==> config.mk <==
export PLATFORM = sky130hd
export DESIGN_NAME = seq_det_prog
export DESIGN_NICKNAME = d
export VERILOG_FILES = /design/src/rtl/seq_det_prog.sv
export SDC_FILE = /design/constraint.sdc
export NUM_CORES = 1
export LEC_CHECK = 0
export ABC_CLOCK_PERIOD_IN_PS = 2600
export BUFFER_PORTS_ARGS = -buffer_cell sky130_fd_sc_hd__buf_2
export CORE_UTILIZATION = 50
export CTS_BUF_LIST = sky130_fd_sc_hd__clkbuf_2
export CTS_CLUSTER_SIZE = 14
export DETAILED_ROUTE_END_ITERATION = 16
export HOLD_SLACK_MARGIN = 0.1
export PLACE_DENSITY = 0.8
export SLEW_MARGIN = 25
export SYNTH_ARGS = -nofsm -noshare
export SYNTH_HDL_FRONTEND = slang
export SYNTH_SLANG_ARGS = --single-unit
==> constraint.sdc <==
create_clock -name clk -period 2.6 [get_ports clk]
set_input_delay 0.52 -clock clk [delete_from_list [all_inputs] [get_ports clk]]
set_output_delay 0.52 -clock clk [all_outputs]
set_load 0.01 [all_outputs]
==> src/rtl/seq_det_prog.sv <==
// Runtime-programmable serial bit-pattern detector with overlap control,
// saturating match counter and sticky configuration-error flag.
module seq_det_prog #(
    parameter int                 MAX_LEN = 8,
    parameter int                 CNT_W   = 8,
    parameter logic [MAX_LEN-1:0] RST_PAT = 8'b0010_1010,
    parameter int                 RST_LEN = 6,
    parameter bit                 RST_OVL = 1'b1,
    localparam int                LW      = $clog2(MAX_LEN + 1)
) (
    input  logic               clk,
    input  logic               rst,
    input  logic               en,
    input  logic               x,
    input  logic               cfg_load,
    input  logic [MAX_LEN-1:0] pat_in,
    input  logic [LW-1:0]      len_in,
    input  logic               ovl_in,
    input  logic               cnt_clr,
    output logic               z,
    output logic [CNT_W-1:0]   match_cnt,
    output logic               cfg_err
);

    logic [MAX_LEN-1:0] hist;
    logic [MAX_LEN-1:0] pat;
    logic [LW-1:0]      len;
    logic [LW-1:0]      fill;
    logic               ovl;

    logic [MAX_LEN-1:0] hist_next;
    logic [MAX_LEN-1:0] len_mask;
    logic [LW-1:0]      fill_next;
    logic               hit;
    logic               len_ok;

    // Stream qualifier: x is consumed only on edges with en=1 and cfg_load=0;
    // there is no back-pressure, the detector accepts every valid bit.
    always_comb begin
        hist_next = {hist[MAX_LEN-2:0], x};
        fill_next = (fill >= len) ? len : fill + LW'(1);
        len_mask  = '0;
        for (int i = 0; i < MAX_LEN; i++) begin
            len_mask[i] = (LW'(i) < len);
        end
        hit    = en && !cfg_load && (fill_next == len)
                 && (((hist_next ^ pat) & len_mask) == '0);
        len_ok = (len_in != '0) && (len_in <= LW'(MAX_LEN));
    end

    always_ff @(posedge clk or posedge rst) begin
        if (rst) begin
            hist      <= '0;
            fill      <= '0;
            pat       <= RST_PAT;
            len       <= LW'(RST_LEN);
            ovl       <= RST_OVL;
            z         <= 1'b0;
            match_cnt <= '0;
            cfg_err   <= 1'b0;
        end else begin
            z <= hit;

            if (cfg_load) begin
                if (len_ok) begin
                    pat     <= pat_in;
                    len     <= len_in;
                    ovl     <= ovl_in;
                    hist    <= '0;
                    fill    <= '0;
                    cfg_err <= 1'b0;
                end else begin
                    cfg_err <= 1'b1;
                end
            end else if (en) begin
                hist <= hist_next;
                // Non-overlapping mode restarts the fill so the next match needs len fresh bits.
                fill <= (hit && !ovl) ? '0 : fill_next;
            end

            if (cnt_clr) begin
                match_cnt <= hit ? CNT_W'(1) : '0;
            end else if (hit && (match_cnt != '1)) begin
                match_cnt <= match_cnt + CNT_W'(1);
            end
        end
    end

endmodule

; ---- After elaboration in Yosys (flattened, before gate mapping)
; Cells that the tools add are included.
[word_totals]
ff_bits = 34
in_bits = 19
output_inout_bits = 10
word_cells = 51
[op_classes]
add_sub_neg = 2
n_lt_le_gt_ge = 10
n_eq_ne = 3
mux = 12
n_bitwise = 2
reduce_logical = 14
[op_table]
columns = cell, count
row1 = 2-to-1 mux 7 bit, 3
row2 = 2-to-1 mux 4 bit, 5
row3 = less-than comparator 3 x 4 -> 1 bit (first input constant), 4
row4 = 2-to-1 mux 8 bit, 2
row5 = adder 8 x 1 -> 8 bit (second input constant), 1
row6 = bitwise AND 8 bit, 1
row7 = logical NOT 8 bit, 1
row8 = less-than comparator 1 x 4 -> 1 bit (first input constant), 2
row9 = less-than comparator 2 x 4 -> 1 bit (first input constant), 2
row10 = != test 8 bit (second input constant), 1
row11 = bitwise XOR 8 bit, 1
row12 = logical AND 1 bit, 6
row13 = adder 4 x 1 -> 4 bit (second input constant), 1
row14 = == test 4 bit, 1
row15 = >= comparator 4 bit, 1
row16 = less-or-equal comparator 4 bit (second input constant), 1
row17 = AND reduction 2 bit, 2
row18 = nonzero test 2 bit, 2
row19 = nonzero test 4 bit, 1
row20 = logical NOT 1 bit, 2
row21 = 2-to-1 mux 1 bit, 2
row22 = != test 2 x 1 -> 1 bit (second input constant), 1

; ---- Logic depth before layout (Yosys ltp)
; Gate-level depths: netlist of run 1.
[depth]
word_depth = 9
mapped_depth = 10
mapped_depth_nobuf = 9

; ---- Worst setup path before layout of run 1
; OpenSTA, ideal clock, no wires.
[synth_path]
path_type = register to register
startpoint = reg len[2]
endpoint = reg match_cnt[4]
setup_ns = 0.078
t_arrival_ns = 2.114
required_ns = 2.522
path_slack_ns = 0.408
stages_incl_launch_ff = 9
path_buffers = 1
synth_period_minus_slack_ns = 2.192
cell_sequence = dfstp_2 clkbuf_8 inv_1 ha_1 nand2_1 o21ai_2 o211ai_2 or4_1 a21oi_1
[synth_via]
elab_chain_len = 7
word_cells_on_any_way = 17
classes_between = order compare (9) / eq/ne (1) / mux (1) / bitwise (1) / reduce/logical (5)
[synth_lines]
columns = item, line
row1 = start: declaration, 27  ; logic [LW-1:0] len;
row2 = start signal: assignment, 56  ; len <= LW'(RST_LEN);
row3 = start signal: assignment, 67  ; len <= len_in;
row4 = >= comparator 4 bit, 41  ; fill_next = (fill >= len) ? len : fill + LW'(1);
row5 = 2-to-1 mux 4 bit, 41
row6 = == test 4 bit, 46  ; hit = en && !cfg_load && (fill_next == len)
row7 = logical AND 1 bit, 46
row8 = logical AND 1 bit *, 47  ; && (((hist_next ^ pat) & len_mask) == '0);
row9 = logical AND 1 bit *, 83  ; end else if (hit && (match_cnt != '1)) begin
row10 = nonzero test 2 bit (no source line) *, n/a
row11 = end signal: assignment, 82  ; match_cnt <= hit ? CNT_W'(1) : '0;
row12 = end signal: assignment, 84  ; match_cnt <= match_cnt + CNT_W'(1);
row13 = end: declaration, 21  ; output logic [CNT_W-1:0] match_cnt,
; Mark *: on every way between the ends. The rest lies on a longest branch, timed or not.
; A chain may end at the register's enable or synchronous reset.

; ---- Final worst setup path of run 1
[layout_path]
startpoint = reg fill[0]
endpoint = reg match_cnt[7]
[layout_via]
elab_chain_len = 7
word_cells_on_any_way = 8
classes_between = add/sub (1) / order compare (1) / eq/ne (1) / mux (1) / reduce/logical (4)
[layout_lines]
columns = item, line
row1 = start: declaration, 28  ; logic [LW-1:0] fill;
row2 = start signal: assignment, 78  ; fill <= (hit && !ovl) ? '0 : fill_next;
row3 = adder 4 x 1 -> 4 bit or >= comparator 4 bit (tied branches), 41
row4 = 2-to-1 mux 4 bit *, 41
row5 = == test 4 bit *, 46
row6 = logical AND 1 bit *, 46
row7 = logical AND 1 bit *, 47
row8 = logical AND 1 bit *, 83
row9 = nonzero test 2 bit (no source line) *, n/a
; Marked as above.

==> flow_metrics.py, run 1 <==
metrics = {
    "sta": {
        "min_period_ns": 2.374,
        "setup_viol_count_final": 0,
        "slew_viol_final": 0,
        "worstMarginPinSlew_ns": 0.5517,
        "rsz0062_at_grt": "false",
        "setup_ws_ns": 0.2257,
        "period_share_pct": 91.32,
        "fmax_mhz": 421.2,
        "slew_headroom_pct": 63.11,
        "finalHoldViolations": 0,
        "skew_ns": 0.01739,
        "finalSetupTns_ns": 0,
    },
    "worst_setup_path": {
        "endpoint": "match_cnt[7]",
        "r2r-start": "fill[0]",
        "crit_required_ns": 2.90,
        "r2r-end": "match_cnt[7]",
        "worst_ep_arrival_time_ns": 2.67,
        "criticalPathCategory": "reg2reg",
        "rrSetupSlack_ns": 0.23,
        "reg2reg_depth": 6,
        "crit_fanout": 16,
        "end_kind": "register",
        "startpoint": "fill[0]",
        "worst_setup_path_start_kind": "register",
    },
    "floorplan": {
        "die_w_um": 64.02,
        "core.rowCount": 22,
        "core_um2": 3661,
        "fp.dieArea_um2": 4098,
        "start_util_pct": 52.53,
        "die_h_um": 64.02,
        "ios": 29,
    },
    "cells_and_area": {
        "syn_to_final_growth_pct": 9.890,
        "multiInputGateArea_um2": 949.7,
        "fill_cells": 316,
        "ff_latch_area_um2": 858.3,
        "final_area_um2": 2113,
        "diodes": 0,
        "drive_above_1_share_pct": 29.60,
        "nets": 247,
    },
    "placed_design": {
        "io_buffers": 28,
        "place_ws_ns": 0.2698,
        "dp_hpwl_um": 2649,
        "gp_congestion": 0.8163,
        "dpl_cell_area_um2": 2072,
    },
    "synth": {
        "mappedNetlistArea_um2": 1923,
        "ys_warn_count": 0,
        "yosysTopAreaCellShare_pct": 36.43,
        "synth_common_cells": "28 x dfrtp_1, 25 x nand2_1, 15 x a21oi_1",
        "synth_top_cell_by_area": "dfrtp_1",
        "synth_cells": 193,
        "synthDistinctLibCells": 42,
        "avgSynthCellArea_um2": 9.964,
        "ys_dominant_reg_cell": "dfrtp_1",
        "synth_nets": 218,
        "synth.most_common_cell": "dfrtp_1",
        "synth_top_cells_by_area": "dfrtp_1 36%, dfstp_2 8.2%, mux2_2 7.6%",
        "seq_area_frac_synth_pct": 44.63,
        "ys_ff_latch": 34,
        "synth-async-reset-ratio_pct": 100.0,
        "synth-edff-count": 0,
    },
    "global_route": {
        "grt_pass1_wl_um": 6023,
        "antenna_found_initial": 0,
        "first_global_vias": 1364,
        "gr-usage-all-layers_pct": 19.51,
        "grt_max_degree": 35,
        "grt-ovfl-total": 0,
    },
    "clock_network": {
        "post_cts_resized": 0,
        "postCtsSetupBuffers": 0,
        "h-tree-depth": 2,
        "cts-buffers-inserted": 5,
        "cts_tree": "yes",
        "insertion_delay_ns": 0.37,
        "root_buffer": "clkbuf_2",
        "cts_hold_buf": 0,
        "clockBufferDepth": 2,
        "clk_pin_slew_ns": 0.17,
        "clock_sinks": 34,
    },
    "run_status": {
        "outcome": "completed",
    },
    "job": {
        "drv_cap": 0,
    },
    "power": {
        "p_total_mw": 1.367,
        "ir_worst_vdd_uv": 382.5,
        "p_leak_nw": 0.9689,
        "pwr_density_cell_nw_per_um2": 646.9,
    },
    "routing": {
        "drc": 0,
        "wl_um": 3541,
        "first_pass_iters": 4,
        "drt-initial-drc-count": 58,
        "wire_per_inst_um": 13.07,
        "via_per_inst": 5.362,
        "drtAntennaViolNets": 0,
        "vias": 1453,
    },
    "hold_path": {
        "hp-class": "in2async",
    },
}
-- per-layer routing --
layer / part of all wire, % / GRT usage (%)
met1: 47 / 26.46
met2: 47 / 29.92
met3: 3.8 / 4.821
met4: 1.5 / 7.670
met5: 0 / 0
-- worst max-delay path, cell delays in order, from the launching register on --
cell and delay, ns:
dfrtp_1 0.47, ha_1 0.35, xor2_1 0.18, nor4_2 0.31
o211ai_2 0.28, or3_2 0.53, a21oi_1 0.18
-- registers in the layout, summed over array words and instances (netlist names) --
name	count
cfg_err	1
ovl	1
fill	4
hist	7
pat	8
z	1
match_cnt	8
len	4
-- final cells by class --
type	count	share of cell area (%)
clock buffers	5	1.184
repair buffers	32	8.052
multi-input cells	140	44.94
inverters	9	1.599
flip-flops and latches	34	40.62
clock inverters	3	0.7697
well taps	48	2.842
-- cells in the final DEF (no fill, tap or decap), drive strengths merged, types with 2 or more instances in the layout --
master / count
a21oi: 15
and3: 4
buf: 32
clkbuf: 5
clkinv: 2
dfrtp: 28
dfstp: 6
ha: 6
inv: 9
mux2: 13
mux2i: 2
nand2: 25
nand2b: 5
nand3: 11
nand4: 2
nor2: 6
nor2b: 2
nor3: 3
nor4: 2
nor4b: 2
o211ai: 3
o21ai: 11
o32ai: 2
or3: 3
xnor2: 13
xor2: 2
-- worst min path at each step --
stage | start | endpoint | slack (ns) | cells after the start
CTS | rst | pat[6] | 0.18 | 3
floorplan | hist[5] | hist[6] | 0.48 | 2
global placement | cfg_err | cfg_err | 0.48 | 1
global route | rst | pat[6] | 0.20 | 3
detailed placement | hist[1] | hist[2] | 0.50 | 2
finish | rst | pat[6] | 0.20 | 3
-- report_power, final --
group	internal [mW]	switching [mW]
logic	0.214	0.220
registers	0.610	0.0884
clock network	0.0613	0.172
total	0.886	0.481
-- through the flow --
stage,cells,util [%],hold slack (ns)
floorplan,193,-,0.4813
global placement,263,56.60,0.4789
CTS,271,57.72,0.1829
global route,271,57.72,0.2037
detailed placement,263,56.60,0.5014
finish,271,57.72,0.1953
-- logic make-up (layout without fill, tap and decap cells) --
kind of cell | count (synthesis) | after routing | synth area share [%]
adder cells (fa/ha/maj) | 6 | 6 | 3.904
multiplexers | 15 | 15 | 8.653
flip-flops | 34 | 34 | 44.63
AND/OR/NAND/NOR | 67 | 67 | 17.89
buffers and inverters | 19 | 49 | 5.985
AO/OA/AOI/OAI | 37 | 37 | 11.71
XOR/XNOR | 15 | 15 | 7.222
(Power assumes the default switching activity.)
==> inputs of run 2 (changes only) <==
CORE_MARGIN = 1.5   (was default)
PLACE_DENSITY = 0.72   (was 0.8)
==> run 2 against run 1 <==
  * Sequential power hardly changed
  * Via count fell by 0.28%
  * Wire length fell by 0.56%
  * Flip-flop and latch count did not move
  * Worst hold slack better by 0.014 ns
  * Clock skew shrank 0.0054 ns
  * Critical endpoint is now match_cnt[5]
==> flow_metrics.py, run 2 (same netlist as run 1, synthesis figures left out) <==
metrics = {
    "routing": {
        "drt-initial-drc-count": 68,
        "drc": 0,
        "wl_um": 3521,
        "via_per_inst": 5.347,
        "drtAntennaViolNets": 0,
        "wire_per_inst_um": 12.99,
        "first_pass_iters": 4,
        "vias": 1449,
    },
    "sta": {
        "slew_viol_final": 0,
        "skew_ns": 0.01201,
        "setup_viol_count_final": 0,
        "min_period_ns": 2.366,
        "fmax_mhz": 422.7,
        "period_share_pct": 91.00,
        "worstMarginPinSlew_ns": 0.5381,
        "rsz0062_at_grt": "false",
        "setup_ws_ns": 0.2340,
        "finalSetupTns_ns": 0,
        "finalHoldViolations": 0,
        "slew_headroom_pct": 64.02,
    },
    "worst_setup_path": {
        "r2r-end": "match_cnt[5]",
        "criticalPathCategory": "reg2reg",
        "rrSetupSlack_ns": 0.23,
        "r2r-start": "fill[0]",
        "crit_fanout": 16,
        "end_kind": "register",
        "crit_path_top_delay_cell": "or3_2",
        "reg2reg_depth": 6,
        "critPathMaxStageDelay_ns": 0.53,
        "cp_cell_sequence": "ha_1 > xor2_1 > nor4_2 > o211ai_2 > or3_2 > a21oi_1",
        "crit_required_ns": 2.90,
        "worst_setup_path_start_kind": "register",
        "worst_ep_arrival_time_ns": 2.67,
    },
    "global_route": {
        "antenna_found_initial": 0,
        "gr-usage-all-layers_pct": 19.17,
        "grt_max_degree": 35,
        "grt_pass1_wl_um": 6189,
        "first_global_vias": 1407,
        "grt-ovfl-total": 0,
    },
    "power": {
        "clockPowerShare_pct": 17.0,
        "comb_power_share_pct": 32.0,
        "p_int_uw": 890.8,
        "p_leak_nw": 0.9729,
        "ir_worst_vdd_uv": 344.1,
        "seqPwrFrac_pct": 51.0,
        "pwr_density_cell_nw_per_um2": 647.7,
        "power_switching_uw": 476.4,
        "p_sw_share_pct": 34.85,
    },
    "placed_design": {
        "place_ws_ns": 0.2629,
        "dp_hpwl_um": 2505,
        "gp_congestion": 0.8616,
        "io_buffers": 28,
        "dpl.cell_count": 263,
    },
    "cells_and_area": {
        "biggestRegsByFlops": "match_cnt: 8 flops, pat: 8 flops, hist: 7 flops",
        "syn_to_final_growth_pct": 9.759,
        "final_cell_mix": "28 x dfrtp_1, 28 x buf_2, 25 x nand2_1",
        "drive_above_1_share_pct": 29.60,
        "final_util_pct": 57.23,
        "layout.cells.non_filler": 271,
        "fill_cells": 339,
        "nets": 247,
        "diodes": 0,
    },
    "floorplan": {
        "fp.dieArea_um2": 4227,
        "die_h_um": 65.02,
        "core_um2": 3689,
        "ios": 29,
        "start_util_pct": 52.14,
        "die_w_um": 65.02,
        "core.rowCount": 22,
    },
    "clock_network": {
        "post_cts_resized": 0,
        "postCtsSetupBuffers": 0,
        "cts-buffers-inserted": 5,
        "clockBufferDepth": 2,
        "clk_pin_slew_ns": 0.16,
        "root_buffer": "clkbuf_2",
        "clock_sinks": 34,
        "cts_hold_buf": 0,
        "cts_tree": "yes",
        "h-tree-depth": 2,
        "insertion_delay_ns": 0.36,
    },
    "job": {
        "drv_cap": 0,
    },
    "run_status": {
        "outcome": "completed",
    },
    "hold_path": {
        "hp-class": "in2async",
    },
}
[run 2: worst max-delay path: cells and delay by family (launching register included)]
family	cells	cell delay, ns
adder cells (fa/ha/maj)	1	0.36
flip-flops	1	0.49
AND/OR/NAND/NOR	2	0.85
AO/OA/AOI/OAI	2	0.43
XOR/XNOR	1	0.18
[run 2: layer usage]
layer	global-route usage (%)	share of wire (%)	vias to the layer above	wire (um)
met1	25.76	49	697	1719
met4	9.635	1.5	0	52
met5	0	0	-	0
met2	28.74	46	16	1636
li1	-	-	730	-
met3	4.861	3.2	6	113
[run 2: area by class of cell]
type | count | area [um2] | share of cell area [%]
multi-input combinational | 140 | 949.7 | 44.99
sequential | 34 | 858.3 | 40.66
timing repair buffer | 32 | 170.2 | 8.062
tap | 48 | 60.06 | 2.845
inverter | 9 | 33.78 | 1.600
clock buffer | 6 | 30.03 | 1.423
clock inverter | 2 | 8.758 | 0.4149
[run 2: power groups by stage]
| stage | logic (mW) | registers [mW] | clock network, mW |
|---|---|---|---|
| after CTS | 0.440 | 0.697 | 0.248 |
| final | 0.437 | 0.698 | 0.232 |
| after global placement | 0.432 | 0.705 | 0 |
| after global routing | 0.489 | 0.713 | 0.268 |
| after floorplan | 0.367 | 0.673 | 0 |
| after detailed placement | 0.435 | 0.708 | 0 |
[run 2: worst max-delay path by stage]
| stage | start | to | slack, ns | cells after the start |
|---|---|---|---|---|
| 6_report | fill[0] | match_cnt[5] | 0.23 | 6 |
| 5_1_grt | len[0] | fill[0] | 0.05 | 7 |
| 4_1_cts | fill[0] | match_cnt[2] | 0.23 | 6 |
| 3_5_place_dp | len[1] | fill[2] | 0.26 | 7 |
| 3_3_place_gp | len[0] | fill[3] | 0.28 | 7 |
| 2_1_floorplan | len[2] | match_cnt[4] | 0.41 | 8 |
[run 2: through the flow]
| step | hold slack [ns] | power, mW | instance area (um2) |
|---|---|---|---|
| after floorplan | 0.4813 | 1.039 | 1923 |
| after global placement | 0.4760 | 1.137 | 2072 |
| after detailed placement | 0.4825 | 1.143 | 2072 |
| after CTS | 0.1975 | 1.385 | 2111 |
| after global routing | 0.2155 | 1.469 | 2111 |
| final | 0.2089 | 1.367 | 2111 |
